[config.mk]
export PLATFORM = sky130hd
export DESIGN_NAME = sinc3_decimator
export DESIGN_NICKNAME = d
export VERILOG_FILES = /design/src/rtl/ds_defs.sv /design/src/rtl/cic_comb_stage.sv /design/src/rtl/sinc3_decimator.sv
export SDC_FILE = /design/constraint.sdc
export NUM_CORES = 1
export LEC_CHECK = 0
export CELL_PAD_IN_SITES_DETAIL_PLACEMENT = 0
export CELL_PAD_IN_SITES_GLOBAL_PLACEMENT = 2
export CORE_MARGIN = 2
export CORE_UTILIZATION = 35
export DETAILED_ROUTE_END_ITERATION = 10
export GPL_TIMING_DRIVEN = 0
export PLACE_DENSITY_LB_ADDON = 0.12
export SKIP_LAST_GASP = 1
export SLEW_MARGIN = 20
export SYNTH_ARGS = -nofsm -noshare
export SYNTH_HDL_FRONTEND = slang
export SYNTH_SLANG_ARGS = --single-unit
export TNS_END_PERCENT = 5
[constraint.sdc]
create_clock -name clk -period 5.77 [get_ports clk]
set_input_delay 0.8655 -clock clk [delete_from_list [all_inputs] [get_ports clk]]
set_output_delay 0.8655 -clock clk [all_outputs]
set_load 0.05 [all_outputs]
[src/rtl/ds_defs.sv]
// Shared delta-sigma datapath constants used by the decimator and downstream PCM stages.
package ds_defs;

    localparam int unsigned DEF_DEC_RATIO = 64;
    localparam int unsigned DEF_LOG2_R    = 6;

    // A sinc^3 output spans 0..R^3, which needs 3*log2(R)+1 bits.
    function automatic int unsigned calc_out_w(input int unsigned log2_r);
        return 3 * log2_r + 1;
    endfunction

    localparam int unsigned PCM_W = calc_out_w(DEF_LOG2_R);

endpackage

[src/rtl/cic_comb_stage.sv]
// One CIC comb section: a delay register plus a subtractor, advanced by an enable.
module cic_comb_stage
    import ds_defs::*;
#(
    parameter int unsigned W = PCM_W
) (
    input  logic         i_clk,
    input  logic         i_rst,
    input  logic         i_en,
    input  logic [W-1:0] i_din,
    output logic [W-1:0] o_diff_c
);

    logic [W-1:0] r_d;

    // Difference against the previous decimated input; wraps modulo 2^W.
    assign o_diff_c = i_din - r_d;

    // Capture the current input as the delay for the next decimated sample.
    always_ff @(posedge i_clk) begin
        if (i_rst) begin
            r_d <= '0;
        end else if (i_en) begin
            r_d <= i_din;
        end
    end

endmodule

[src/rtl/sinc3_decimator.sv]
// Third-order CIC decimator: 1-bit delta-sigma stream in, unsigned PCM out at 1/R rate.
module sinc3_decimator
    import ds_defs::*;
#(
    parameter int unsigned DEC_RATIO = DEF_DEC_RATIO,
    parameter int unsigned LOG2_R    = DEF_LOG2_R,
    parameter int unsigned OUT_W     = calc_out_w(LOG2_R)
) (
    input  logic             clk,
    input  logic             rst,
    input  logic             bit_in,
    input  logic             bit_valid,
    output logic [OUT_W-1:0] dout,
    output logic             dout_valid
);

    logic [OUT_W-1:0]  r_i1;
    logic [OUT_W-1:0]  r_i2;
    logic [OUT_W-1:0]  r_i3;
    logic [LOG2_R-1:0] r_cnt;
    logic              r_tick;
    logic [OUT_W-1:0]  r_dout;
    logic              r_dout_valid;

    logic [OUT_W-1:0]  w_i1_next;
    logic [OUT_W-1:0]  w_i2_next;
    logic [OUT_W-1:0]  w_i3_next;
    logic              w_tick;
    logic [OUT_W-1:0]  w_c1;
    logic [OUT_W-1:0]  w_c2;
    logic [OUT_W-1:0]  w_c3;

    // Direct-form integrator cascade: each stage adds the freshly updated previous stage.
    assign w_i1_next = r_i1 + OUT_W'(bit_in);
    assign w_i2_next = r_i2 + w_i1_next;
    assign w_i3_next = r_i3 + w_i2_next;

    // The R-th accepted bit of a window closes it.
    assign w_tick = bit_valid && (r_cnt == LOG2_R'(DEC_RATIO - 1));

    // Integrators and window counter advance only on qualified bits; overflow wraps by design.
    always_ff @(posedge clk) begin
        if (rst) begin
            r_i1   <= '0;
            r_i2   <= '0;
            r_i3   <= '0;
            r_cnt  <= '0;
            r_tick <= 1'b0;
        end else begin
            r_tick <= w_tick;
            if (bit_valid) begin
                r_i1  <= w_i1_next;
                r_i2  <= w_i2_next;
                r_i3  <= w_i3_next;
                r_cnt <= r_cnt + LOG2_R'(1);
            end
        end
    end

    // Comb chain runs once per window on the registered i3, concurrent with the next window.
    cic_comb_stage #(.W(OUT_W)) u_comb1 (
        .i_clk    (clk),
        .i_rst    (rst),
        .i_en     (r_tick),
        .i_din    (r_i3),
        .o_diff_c (w_c1)
    );

    cic_comb_stage #(.W(OUT_W)) u_comb2 (
        .i_clk    (clk),
        .i_rst    (rst),
        .i_en     (r_tick),
        .i_din    (w_c1),
        .o_diff_c (w_c2)
    );

    cic_comb_stage #(.W(OUT_W)) u_comb3 (
        .i_clk    (clk),
        .i_rst    (rst),
        .i_en     (r_tick),
        .i_din    (w_c2),
        .o_diff_c (w_c3)
    );

    // Register the PCM sample and its one-cycle strobe; dout holds between strobes.
    always_ff @(posedge clk) begin
        if (rst) begin
            r_dout       <= '0;
            r_dout_valid <= 1'b0;
        end else begin
            r_dout_valid <= r_tick;
            if (r_tick) begin
                r_dout <= w_c3;
            end
        end
    end

    assign dout       = r_dout;
    assign dout_valid = r_dout_valid;

endmodule

== Word-level counts from Yosys, hierarchy flattened ==
Index checks and enable logic that the tools add are counted.
W data, S select, Z words.
Storage, ports and cells
  register bits: 141
  input port bits: 4
  word-level logic and storage cells: 19
Operators by class
  add/sub/neg operators: 7
  eq/ne operators: 1
  reduce and logical (&&, ||, !) cells: 1
Operators with widths (count)
  $sub A19 B19 Y19: 3
  $add A19 B19 Y19: 2
  $add A19 B1 Y19: 1
  $add A6 B1 Y6 const B: 1
  $eq A6 B6 Y1 const B: 1
  $logic_and A1 B1 Y1: 1

== Logic depth before layout (Yosys ltp) ==
  depth after elaboration: 3
  gate-level depth with buffers: 28
  depth with buffers taken out: 28

== Cells and area by module ==
From an unflattened synthesis, not the netlist that was laid out.
Unflattened totals
  cell total of the unflattened synthesis: 1225
  area, all modules: 10183.5 sq um
Modules (own cells, without submodules)
  sinc3_decimator: times used 1, cells each 608, area an instance 5200.0 sq um
  cic_comb_stage at u_comb2 ...: times used 2, cells each 213, area an instance 1697.9 sq um
  cic_comb_stage at u_comb1: times used 1, cells each 191, area an instance 1587.8 sq um

== Worst setup path after synthesis ==
No wires, ideal clock.
  path type: in2reg
  start point: input port bit_in
  end point: register r_i3[18]
  arrival time: 5.697 ns
  slack: 0.003 ns
  stages on the path: 22
  buffers on the path: 0
  cell sequence: ha_1 -> ha_1 -> ha_1 -> a21o_1 -> a21oi_1 -> nor2b_1 -> o21a_1 -> o311a_1 -> a311o_1 -> a211oi_1 -> nor2_1 -> xor2_1 -> ha_1 -> a21o_1 -> or3_1 -> o311a_1 -> o21a_1 -> o21a_1 -> o41a_1 -> xor2_1 -> or3_1 -> a21oi_1
Between the ends
  cells in the longest elaborated chain, start to end: 3
Ends and longest elaborated chain
  from (decl): line sinc3_decimator.sv:11  | input logic bit_in,
  $add A19 B1 Y19: line sinc3_decimator.sv:34  | assign w_i1_next = r_i1 + OUT_W'(bit_in);
  named net w_i1_next[1]: line sinc3_decimator.sv:25  | logic [OUT_W-1:0] w_i1_next;
  $add A19 B19 Y19: line sinc3_decimator.sv:35  | assign w_i2_next = r_i2 + w_i1_next;
  named net w_i2_next[11]: line sinc3_decimator.sv:26  | logic [OUT_W-1:0] w_i2_next;
  $add A19 B19 Y19: line sinc3_decimator.sv:36  | assign w_i3_next = r_i3 + w_i2_next;
  to (signal assigned): line sinc3_decimator.sv:54  | r_i3 <= w_i3_next;
  to (decl): line sinc3_decimator.sv:19  | logic [OUT_W-1:0] r_i3;
The timed path passes the listed nets, and every way through them passes these cells.
A chain may end at the register's enable or synchronous reset.

== Worst setup path in the final report ==
Same ends and word-level chain as after synthesis.

==> metrics <==
CP Max Fanout 3; H-tree depth 4; clk slew on worst S/H paths around 0.06 ns; Placement Setup Slack -0.814 ns; fin. max-slew vios 0; routed vias ~7.2k; r2r setup slk ~0.22 ns; Placement Rows 59; WL/cell between 10 and 15 µm; Worst Hold Class reg -> reg; worst flop-to-flop path endpoint r_i3[18]$_SDFFE_PP0P_; DIE WIDTH 168 µm; fraction of registers with async set/reset 0; CP startpoint kind input pin; Core Util, Final 0.413; final instance area around 0.011 mm²; hold_sp r_cnt[5]$_SDFFE_PP0P_; vias in the first global route 6,959; global-route wire length before repair approximately 35,000 µm; fin crit period between 5 and 6 ns; Hold EP r_tick$_SDFF_PP0_; clock buffer depth 2; syn_area_per_cell approximately 8.4 µm²; Post-Route WL around 21,000 µm; worst setup margin 0.0507 ns; outcome finished clean; synth warn 0; placed cell count between 1k and 1.5k; RSZ-0062 raised after global routing true; fin crit share 0.991; Starting DRT DRC Count approximately 200; CP Capture Type flop; Top FF cell, synth dfxtp_1; Filler cells around 2.7k; Least-Margin Pin Slew about 1.1 ns; initial antenna violation count 0; f_max approximately 170 MHz; #FFs+latches synth around 140; maxcap violations 0; layout cell share with drive strength beyond 1 0.0662; Final setup viols 0; # IOs 24; Pwr per Cell Area 334 mW/mm²; mapped cell area ~0.0094 mm²; residual DRC count 0; clock sinks approximately 140; r2r startpoint r_i1[0]$_SDFFE_PP0P_; Layout Nets roughly 1.3k; worst IR drop on VDD between 0.0001 and 0.00015 V; Hold Path Stages 2; CTS root buf clkbuf_16; Synth Instances around 1.1k; WP data arrival around 6.1 ns; Relative slew margins 0.271; cell count of the worst reg-to-reg path 22; Post-synth EDFFs 0; Post-Layout Cell Count roughly 1.5k; CTS tree done; final hold vios 0; Core Area approximately 0.026 mm²; Fin Hold WS between 0.4 and 0.5 ns; TritonCTS buffer count 17; area grow syn2layout 15.2%; drt first pass iters 4; clock latency on the worst-skew pair ~0.43 ns; Routed Antenna Nets 0; Post-DP Area around 0.010 mm²; share of the yosys chip area belonging to registers 0.300; CP Data Required Time roughly 6 ns; final RePlAce weighted congestion 0.741; die area 0.0282 mm²; IO Port Bufs 22; GRT Total Usage 0.156; ANT cells 0; Lkg Pwr 4.41 nW; hpwl dp 16,300 µm; vias per inst 4.75; Distinct cells, synth 69; Post-Syn Nets approximately 1.2k; initial core utilization 0.358; worst clock skew roughly 0.016 ns; largest net degree at the start of global routing 17; Setup CP Type in -> reg; GRT overflow 0; die height 168 µm
==> power breakdown <==
part | leakage, nW | internal (W) | switching (W)
clock | 0.271 | 0.000634 | 0.000457
combinational | 3.00 | 0.000707 | 0.000820
sequential | 1.14 | 0.000983 | 0.0000117
total | 4.41 | 0.00232 | 0.00129
==> metrics by stage <==
step | power [W] | TNS, ns
final | 0.00361 | 0
after global routing | 0.00391 | -0.155
after CTS | 0.00361 | -0.127
after detailed placement | 0.00249 | -1.36
after global placement | 0.00248 | -1.38
after floorplan | 0.00222 | 0
==> worst max-delay path, cell delays in order <==
cell and delay (ns):
buf_6 0.09, ha_4 0.16, ha_4 0.17, xor2_2 0.14, ha_1 0.33, a21oi_2 0.18, nor2b_1 0.07, o21a_1 0.19
o311a_1 0.37, a311o_1 0.40, a211oi_2 0.19, nor2_1 0.07, xor2_1 0.23, ha_1 0.29, a21o_1 0.19, or3_1 0.36
o311a_1 0.36, o21a_1 0.20, o21a_1 0.20, o41a_1 0.38, xor2_1 0.16, or3_1 0.35, a21oi_1 0.12
==> area by class of cell <==
type                    count  area [µm²]  area share
inverters                  77         289      0.0267
clock inverters            14         145      0.0134
well taps                 335         419      0.0387
plain buffers              37         161      0.0149
clock buffers              17         425      0.0393
flip-flops and latches    141        2820       0.261
multi-input cells         858        6230       0.576
repair buffers             34         324      0.0299
==> per-layer routing <==
metal	track usage	up-vias	wire, µm
li1	-	3943	-
met1	0.191	3181	10100
met2	0.280	47	10200
met3	0.0242	15	391
met4	0.0465	0	276
met5	0	-	0
==> cell families (layout without fill, tap and decap cells) <==
group / Yosys count / in the layout / share of synthesized area
XOR/XNOR: 114 / 114 / 0.108
AO/OA/AOI/OAI: 190 / 190 / 0.137
buffers and inverters: 114 / 179 / 0.0479
adder cells (fa/ha/maj): 98 / 98 / 0.135
flip-flops: 141 / 141 / 0.300
multiplexers: 90 / 90 / 0.0959
AND/OR/NAND/NOR: 366 / 366 / 0.176
==> cell usage after synthesis (all sizes together) (18+ instances only) <==
| cell type | number | area (µm²) |
|---|---|---|
| nand2 | 56 | 210 |
| xnor2 | 66 | 578 |
| clkbuf | 32 | 134 |
| mux2i | 90 | 901 |
| a21o | 19 | 144 |
| dfxtp | 141 | 2820 |
| a21oi | 61 | 309 |
| ha | 93 | 1160 |
| xor2 | 47 | 412 |
| nor3 | 29 | 150 |
| nand3 | 18 | 90.1 |
| nor2 | 183 | 687 |
| inv | 77 | 289 |
| nor2b | 18 | 113 |
| o21ai | 27 | 135 |
==> sequential cells by signal (all words and copies together) (netlist names) <==
register	count
u_comb3.r_d	19
r_i1	19
r_tick	1
dout_valid	1
r_cnt	6
r_i2	19
u_comb2.r_d	19
dout	19
r_i3	19
u_comb1.r_d	19
==> how the worst max path moves through the flow <==
stage / startpoint / cells past startpoint / endpoint / slack, ns
finish: bit_in / 23 / r_i3[18]$_SDFFE_PP0P_ / 0.05
floorplan: bit_in / 22 / r_i3[18]$_SDFFE_PP0P_ / 0.003
global placement: bit_in / 23 / r_i3[18]$_SDFFE_PP0P_ / -0.81
detailed placement: bit_in / 23 / r_i3[18]$_SDFFE_PP0P_ / -0.81
global route: bit_in / 23 / r_i3[18]$_SDFFE_PP0P_ / -0.08
CTS: bit_in / 23 / r_i3[18]$_SDFFE_PP0P_ / -0.13
==> repair_timing <==
action,in CTS,in global routing
buffers inserted,2,10
endpoints found under the setup margin,2,2
gates resized for setup,5,17
pin swaps,3,23
hold buffers,0,0
==> cells in the final DEF, fill, tap and decap left out, drive strengths merged, types with 3 or more instances in the layout <==
master         count
a211o              3
a211oi            15
a21boi             4
a21o              19
a21oi             61
a31oi              5
a41oi              3
and2               3
and3              16
buf               18
clkbuf            49
clkdlybuf4s50     21
clkinv             6
clkinvlp           4
dfxtp            141
fa                 5
ha                93
inv               79
mux2i             90
nand2             56
nand2b             7
nand3             18
nand4              8
nor2             183
nor2b             18
nor3              29
o211ai             7
o21a              13
o21ai             27
o21bai             5
o311ai             5
or2                8
or3               11
xnor2             66
xor2              47
(Power assumes the default switching activity.)
